===== src/rtl/serial_subtractor.sv =====
// Bit-serial N-bit subtractor: Diff = A - B - Bin, one full-subtractor step per clock, LSB first.
// Optional signed-overflow flag Ovf is built only when SERIAL_SUB_OVF_EN is defined.
module serial_subtractor #(
    parameter int N = 16
) (
    input  logic         clk,
    input  logic         rst,
    input  logic         start,
    input  logic [N-1:0] A,
    input  logic [N-1:0] B,
    input  logic         Bin,
    output logic         busy,
    output logic         done,
    output logic [N-1:0] Diff,
    output logic         Bout,
    output logic         Zero
`ifdef SERIAL_SUB_OVF_EN
    ,
    output logic         Ovf
`endif
);

    localparam int CW = $clog2(N + 1);

    typedef enum logic [1:0] {
        IDLE,
        SHIFT,
        DONE
    } state_e;

    state_e         state_q;
    logic [N-1:0]   a_sh_q;
    logic [N-1:0]   b_sh_q;
    logic [N-1:0]   res_q;
    logic [N-1:0]   diff_q;
    logic [CW-1:0]  cnt_q;
    logic           br_q;
    logic           bout_q;
    logic           zero_q;
    logic           busy_q;
    logic           done_q;
    logic           d_bit;
    logic           br_d;

`ifdef SERIAL_SUB_OVF_EN
    logic           a_msb_q;
    logic           b_msb_q;
    logic           ovf_q;
`endif

    // Single full-subtractor cell working on the current LSBs.
    always_comb begin
        d_bit = a_sh_q[0] ^ b_sh_q[0] ^ br_q;
        br_d  = (~a_sh_q[0] & b_sh_q[0]) | (~(a_sh_q[0] ^ b_sh_q[0]) & br_q);
    end

    // NOTE: all state uses non-blocking assignments so every flop samples pre-edge values.
    always_ff @(posedge clk or posedge rst) begin
        if (rst) begin
            state_q <= IDLE;
            a_sh_q  <= '0;
            b_sh_q  <= '0;
            res_q   <= '0;
            diff_q  <= '0;
            cnt_q   <= '0;
            br_q    <= 1'b0;
            bout_q  <= 1'b0;
            zero_q  <= 1'b0;
            busy_q  <= 1'b0;
            done_q  <= 1'b0;
`ifdef SERIAL_SUB_OVF_EN
            a_msb_q <= 1'b0;
            b_msb_q <= 1'b0;
            ovf_q   <= 1'b0;
`endif
        end else begin
            case (state_q)
                IDLE, DONE: begin
                    done_q <= 1'b0;
                    if (start) begin
                        a_sh_q  <= A;
                        b_sh_q  <= B;
                        br_q    <= Bin;
                        cnt_q   <= '0;
                        busy_q  <= 1'b1;
                        state_q <= SHIFT;
`ifdef SERIAL_SUB_OVF_EN
                        a_msb_q <= A[N-1];
                        b_msb_q <= B[N-1];
`endif
                    end else begin
                        state_q <= IDLE;
                    end
                end
                SHIFT: begin
                    if (cnt_q == CW'(N)) begin
                        // All N bits consumed: publish the result with the done pulse.
                        diff_q  <= res_q;
                        bout_q  <= br_q;
                        zero_q  <= (res_q == '0);
                        busy_q  <= 1'b0;
                        done_q  <= 1'b1;
                        state_q <= DONE;
`ifdef SERIAL_SUB_OVF_EN
                        ovf_q   <= (a_msb_q != b_msb_q) && (res_q[N-1] != a_msb_q);
`endif
                    end else begin
                        a_sh_q <= a_sh_q >> 1;
                        b_sh_q <= b_sh_q >> 1;
                        res_q  <= {d_bit, res_q[N-1:1]};
                        br_q   <= br_d;
                        cnt_q  <= cnt_q + 1'b1;
                    end
                end
                default: state_q <= IDLE;
            endcase
        end
    end

    assign busy = busy_q;
    assign done = done_q;
    assign Diff = diff_q;
    assign Bout = bout_q;
    assign Zero = zero_q;
`ifdef SERIAL_SUB_OVF_EN
    assign Ovf  = ovf_q;
`endif

endmodule

===== config.mk =====
export PLATFORM = sky130hd
export DESIGN_NAME = serial_subtractor
export DESIGN_NICKNAME = d
export VERILOG_FILES = /design/src/rtl/serial_subtractor.sv
export SDC_FILE = /design/constraint.sdc
export NUM_CORES = 1
export LEC_CHECK = 0
export BUFFER_PORTS_ARGS = -buffer_cell sky130_fd_sc_hd__buf_2
export CAP_MARGIN = 25
export CORE_AREA = 2 2 114 94
export CTS_BUF_LIST = sky130_fd_sc_hd__clkbuf_8
export DETAILED_ROUTE_END_ITERATION = 10
export DIE_AREA = 0 0 116 96
export PLACE_DENSITY = 0.56
export SYNTH_ARGS = -nofsm -noshare
export SYNTH_HDL_FRONTEND = slang
export SYNTH_SLANG_ARGS = --single-unit

===== constraint.sdc =====
create_clock -name clk -period 2.9 [get_ports clk]
set_clock_uncertainty 0.15 [all_clocks]
set_input_delay 0.435 -clock clk [delete_from_list [all_inputs] [get_ports clk]]
set_output_delay 0.435 -clock clk [all_outputs]
set_load 0.1 [all_outputs]

==> summary by stage <==
Synth
After synthesis the netlist holds a flip-flop and latch count of 76. The average size of a mapped cell is 14.59 um2. The synthesized netlist occupies a cell area of 0.003400 mm2. For this run, the number of Yosys warnings is 0. The net count of the mapped netlist is 272. The unique cell type count in the Yosys netlist is 29.

The cell count after synthesis came out at 233. Of the synthesized area, sequential elements account for 55.94%.

Clocking
The total of cells resized after clock tree synthesis is 0. The clock net sink count is 76. Clock-pin slew was measured on the worst setup and hold paths at 0.08 ns.

The maximum level of the CTS H-tree is 3. The maximum buffer depth of the clock tree is 2. The TritonCTS clock tree is yes. Buffers inserted during clock tree synthesis total 9.

The clock latency at the later pin of the worst-skew pair is 0.35 ns. The root buffer cell is sky130_fd_sc_hd__clkbuf_8.

STA
The clock period minus final worst setup slack is 2.041 ns. The max-slew violation count is 0. The minimum hold slack is 0.1376 ns. Headroom to the max-slew limit came out at 59.01%. At the pin with the least slew margin, the transition time is 0.6142 ns. Setup violations remaining at the end of the flow were counted as 0. The peak clock frequency supported by timing is 490.0 MHz. Once routing completed, OpenROAD measured the worst setup slack at 0.8590 ns. The final period utilization is 70.38%. The number of hold violations in the final report is 0. The final setup TNS is 0 ns. Setup repair after global routing left no endpoint under its margin.

Placed design
The weighted congestion reported at the end of routability-driven placement is 0.7544. OpenSTA, run right after detailed placement, puts the worst setup slack at 0.8609 ns. The HPWL after detailed placement is 4049 um. The count of buffers added on input and output ports is 55.

Drt
The overall via count from detail_route is 2008. Dividing the detail-routed via count by the number of cells gives 4.584. In this run, the number of DRC markers left after iteration 0 of detailed routing was 79. The wire length reported by the detailed router is 6032 um.

After detailed routing, the average wire length per cell comes to 13.77 um. The detailed-routing iteration count for the pre-antenna-repair pass is 4. For this run, design rule violations remaining after detail routing come to 0. The count of nets left with antenna violations once routing finished came out at 0.

Finish
0 antenna diodes ended up in the layout. The area growth from synthesis to layout is 18.62%. The number of nets in the final layout is 332. The core occupancy in the finished layout is 40.36%. In the final layout, the share of cells above drive strength 1 is 56.38%.

Floorplanning
The core region is 0.009992 mm2. The horizontal extent of the die is 116 um. The vertical die dimension is 96 um. The initial utilization of the core area, before any placement, comes to 34.02%. The floorplan step defined a die boundary enclosing 0.01114 mm2. The floorplan has 33 rows.

The number of top-level pins is 56.

GRT
The final global-route overflow total is 0. The first-pass GRT wire length is 10250 um. The via count of the first global-routing pass came to 2029.

The initial antenna violation count was 0. Global routing used 12.17% of the available tracks across all layers. The maximum number of pins on one net before global-route repair is 43.

Run
Across the run, the number of max-cap violations was 0.

Critical path
STA classifies the critical path endpoint as a flip-flop. The endpoint required time on the critical path is 2.99 ns. The largest single stage delay on the critical path is 0.40 ns. At the worst endpoint, the arrival time is 2.13 ns.

The standard cell with the maximum stage delay on the critical path is sky130_fd_sc_hd__buf_4. Walking the worst path, the cells encountered are inv_1 > ha_1 > and4bb_4 > o21ai_4 > buf_4 > mux2_2. The sort of element at the start of the critical path is a flip-flop. The setup path with the least slack is of type flip-flop to flip-flop. The largest fanout on the critical path is 33.

Outcome
The flow ran to the end, and the final reports show no timing, DRC or antenna violations.

Worst hold path
The worst min-delay path class is input pin to flip-flop.
## placed cells by master (no fill, tap or decap), drive strengths merged
master / netlist / layout
inv: 7 / 7
nand2: 8 / 8
dfrtp: 76 / 76
and4bb: 1 / 1
nor4: 4 / 4
o21ai: 9 / 9
a21oi: 1 / 1
mux2i: 4 / 4
mux2: 90 / 90
buf: 11 / 59
clkinv: 0 / 3
nand4bb: 1 / 1
nor2: 1 / 1
nand4: 3 / 3
ha: 2 / 2
nor2b: 2 / 2
o21a: 1 / 1
nand2b: 2 / 2
o31ai: 1 / 1
fa: 1 / 1
nand3: 5 / 5
bufinv: 0 / 2
xor2: 1 / 1
clkbuf: 0 / 9
dlygate4sd3: 0 / 1
clkinvlp: 0 / 2
nor3b: 1 / 1
o311ai: 1 / 1
## synth_stat cells
| cell | n | area, um2 |
|---|---|---|
| sky130_fd_sc_hd__xor2_1 | 1 | 8.760 |
| sky130_fd_sc_hd__nor4_1 | 4 | 25.02 |
| sky130_fd_sc_hd__nand2b_4 | 1 | 13.76 |
| sky130_fd_sc_hd__ha_1 | 2 | 25.02 |
| sky130_fd_sc_hd__buf_4 | 4 | 30.03 |
| sky130_fd_sc_hd__mux2_2 | 85 | 957.2 |
| sky130_fd_sc_hd__o21ai_4 | 1 | 16.27 |
| sky130_fd_sc_hd__and4bb_4 | 1 | 16.27 |
| sky130_fd_sc_hd__fa_1 | 1 | 20.02 |
| sky130_fd_sc_hd__nand4bb_1 | 1 | 11.26 |
| sky130_fd_sc_hd__nand4_1 | 3 | 18.77 |
| sky130_fd_sc_hd__nand2b_1 | 1 | 6.260 |
| sky130_fd_sc_hd__nor3b_1 | 1 | 7.510 |
| sky130_fd_sc_hd__a21oi_1 | 1 | 5.000 |
| sky130_fd_sc_hd__nor2b_1 | 2 | 12.51 |
| sky130_fd_sc_hd__mux2_4 | 3 | 45.04 |
| sky130_fd_sc_hd__buf_2 | 3 | 15.01 |
| sky130_fd_sc_hd__o21ai_0 | 8 | 40.04 |
| sky130_fd_sc_hd__nand2_1 | 8 | 30.03 |
| sky130_fd_sc_hd__buf_6 | 4 | 45.04 |
| sky130_fd_sc_hd__dfrtp_1 | 76 | 1902 |
| sky130_fd_sc_hd__mux2i_1 | 4 | 40.04 |
| sky130_fd_sc_hd__nand3_1 | 5 | 25.02 |
| sky130_fd_sc_hd__mux2_1 | 2 | 22.52 |
| sky130_fd_sc_hd__o311ai_0 | 1 | 8.760 |
| sky130_fd_sc_hd__inv_1 | 7 | 26.28 |
| sky130_fd_sc_hd__o21a_1 | 1 | 7.510 |
| sky130_fd_sc_hd__nor2_4 | 1 | 11.26 |
| sky130_fd_sc_hd__o31ai_1 | 1 | 7.510 |
## area by class of cell
cell class	instances	area, um2
fillers	999	5959
flip-flops and latches	76	1902
multi-input cells	139	1384
repair buffers	60	327.8
well taps	140	175.2
clock buffers	9	123.9
clock inverters	7	92.59
inverters	7	27.53
## state kept, by name, summed over array words and instances, names as in the netlist
| name | flops |
|---|---|
| Bout | 1 |
| Diff | 16 |
| Zero | 1 |
| a_sh_q | 16 |
| b_sh_q | 16 |
| br_q | 1 |
| busy | 1 |
| cnt_q | 5 |
| done | 1 |
| res_q | 16 |
| state_q | 2 |
## final timing paths
kind	start	endpoint	slack [ns]	cells after the start
max	cnt_q[0]$_DFFE_PP0P_	a_sh_q[5]$_DFFE_PP0P_	0.86	6
min	B[15]	b_sh_q[15]$_DFFE_PP0P_	0.14	3
max reg2reg	cnt_q[0]$_DFFE_PP0P_	a_sh_q[5]$_DFFE_PP0P_	0.86	6
min reg2reg	done$_DFFE_PP0P_	done$_DFFE_PP0P_	0.33	2
max in group asynchronous	rst	br_q$_DFFE_PP0P_	1.43	4
min in group asynchronous	rst	Diff[12]$_DFFE_PP0P_	0.54	3
## critical path: cells and delay by family, from the launching register on
family | cells | cell delay, ns
compound gates | 1 | 0.11
fa+ha+maj | 1 | 0.21
buf+inv | 2 | 0.48
flops | 1 | 0.38
mux | 1 | 0.39
simple gates | 1 | 0.22
## routing by layer
| layer | GRT usage (%) | routed length [um] | up-vias |
|---|---|---|---|
| met2 | 18.27 | 2736 | 37 |
| met5 | 0 | 0 | - |
| li1 | - | - | 953 |
| met4 | 4.167 | 99 | 0 |
| met1 | 16.35 | 2895 | 1007 |
| met3 | 4.408 | 300 | 11 |
## logic make-up after synthesis
family          synth area share, %
buf+inv                       3.423
mux                           31.32
fa+ha+maj                     1.325
flops                         55.94
compound gates                2.503
simple gates                  5.226
xor+xnor                     0.2577
## metrics by stage
step / cell area [um2] / instances
global route: 4033 / 438
floorplan: 3400 / 233
finish: 4033 / 438
global placement: 3806 / 421
CTS: 4033 / 438
detailed placement: 3806 / 421
## repair_timing
item / CTS / global route
setup endpoints to repair: 0 / 0
hold buffers: 1 / 0
buffers inserted: 0 / 0
endpoints found under the hold margin: 26 / 0
Power is not shown: default switching activity piles up to over one toggle a cycle in this logic, so the estimate is an artifact.
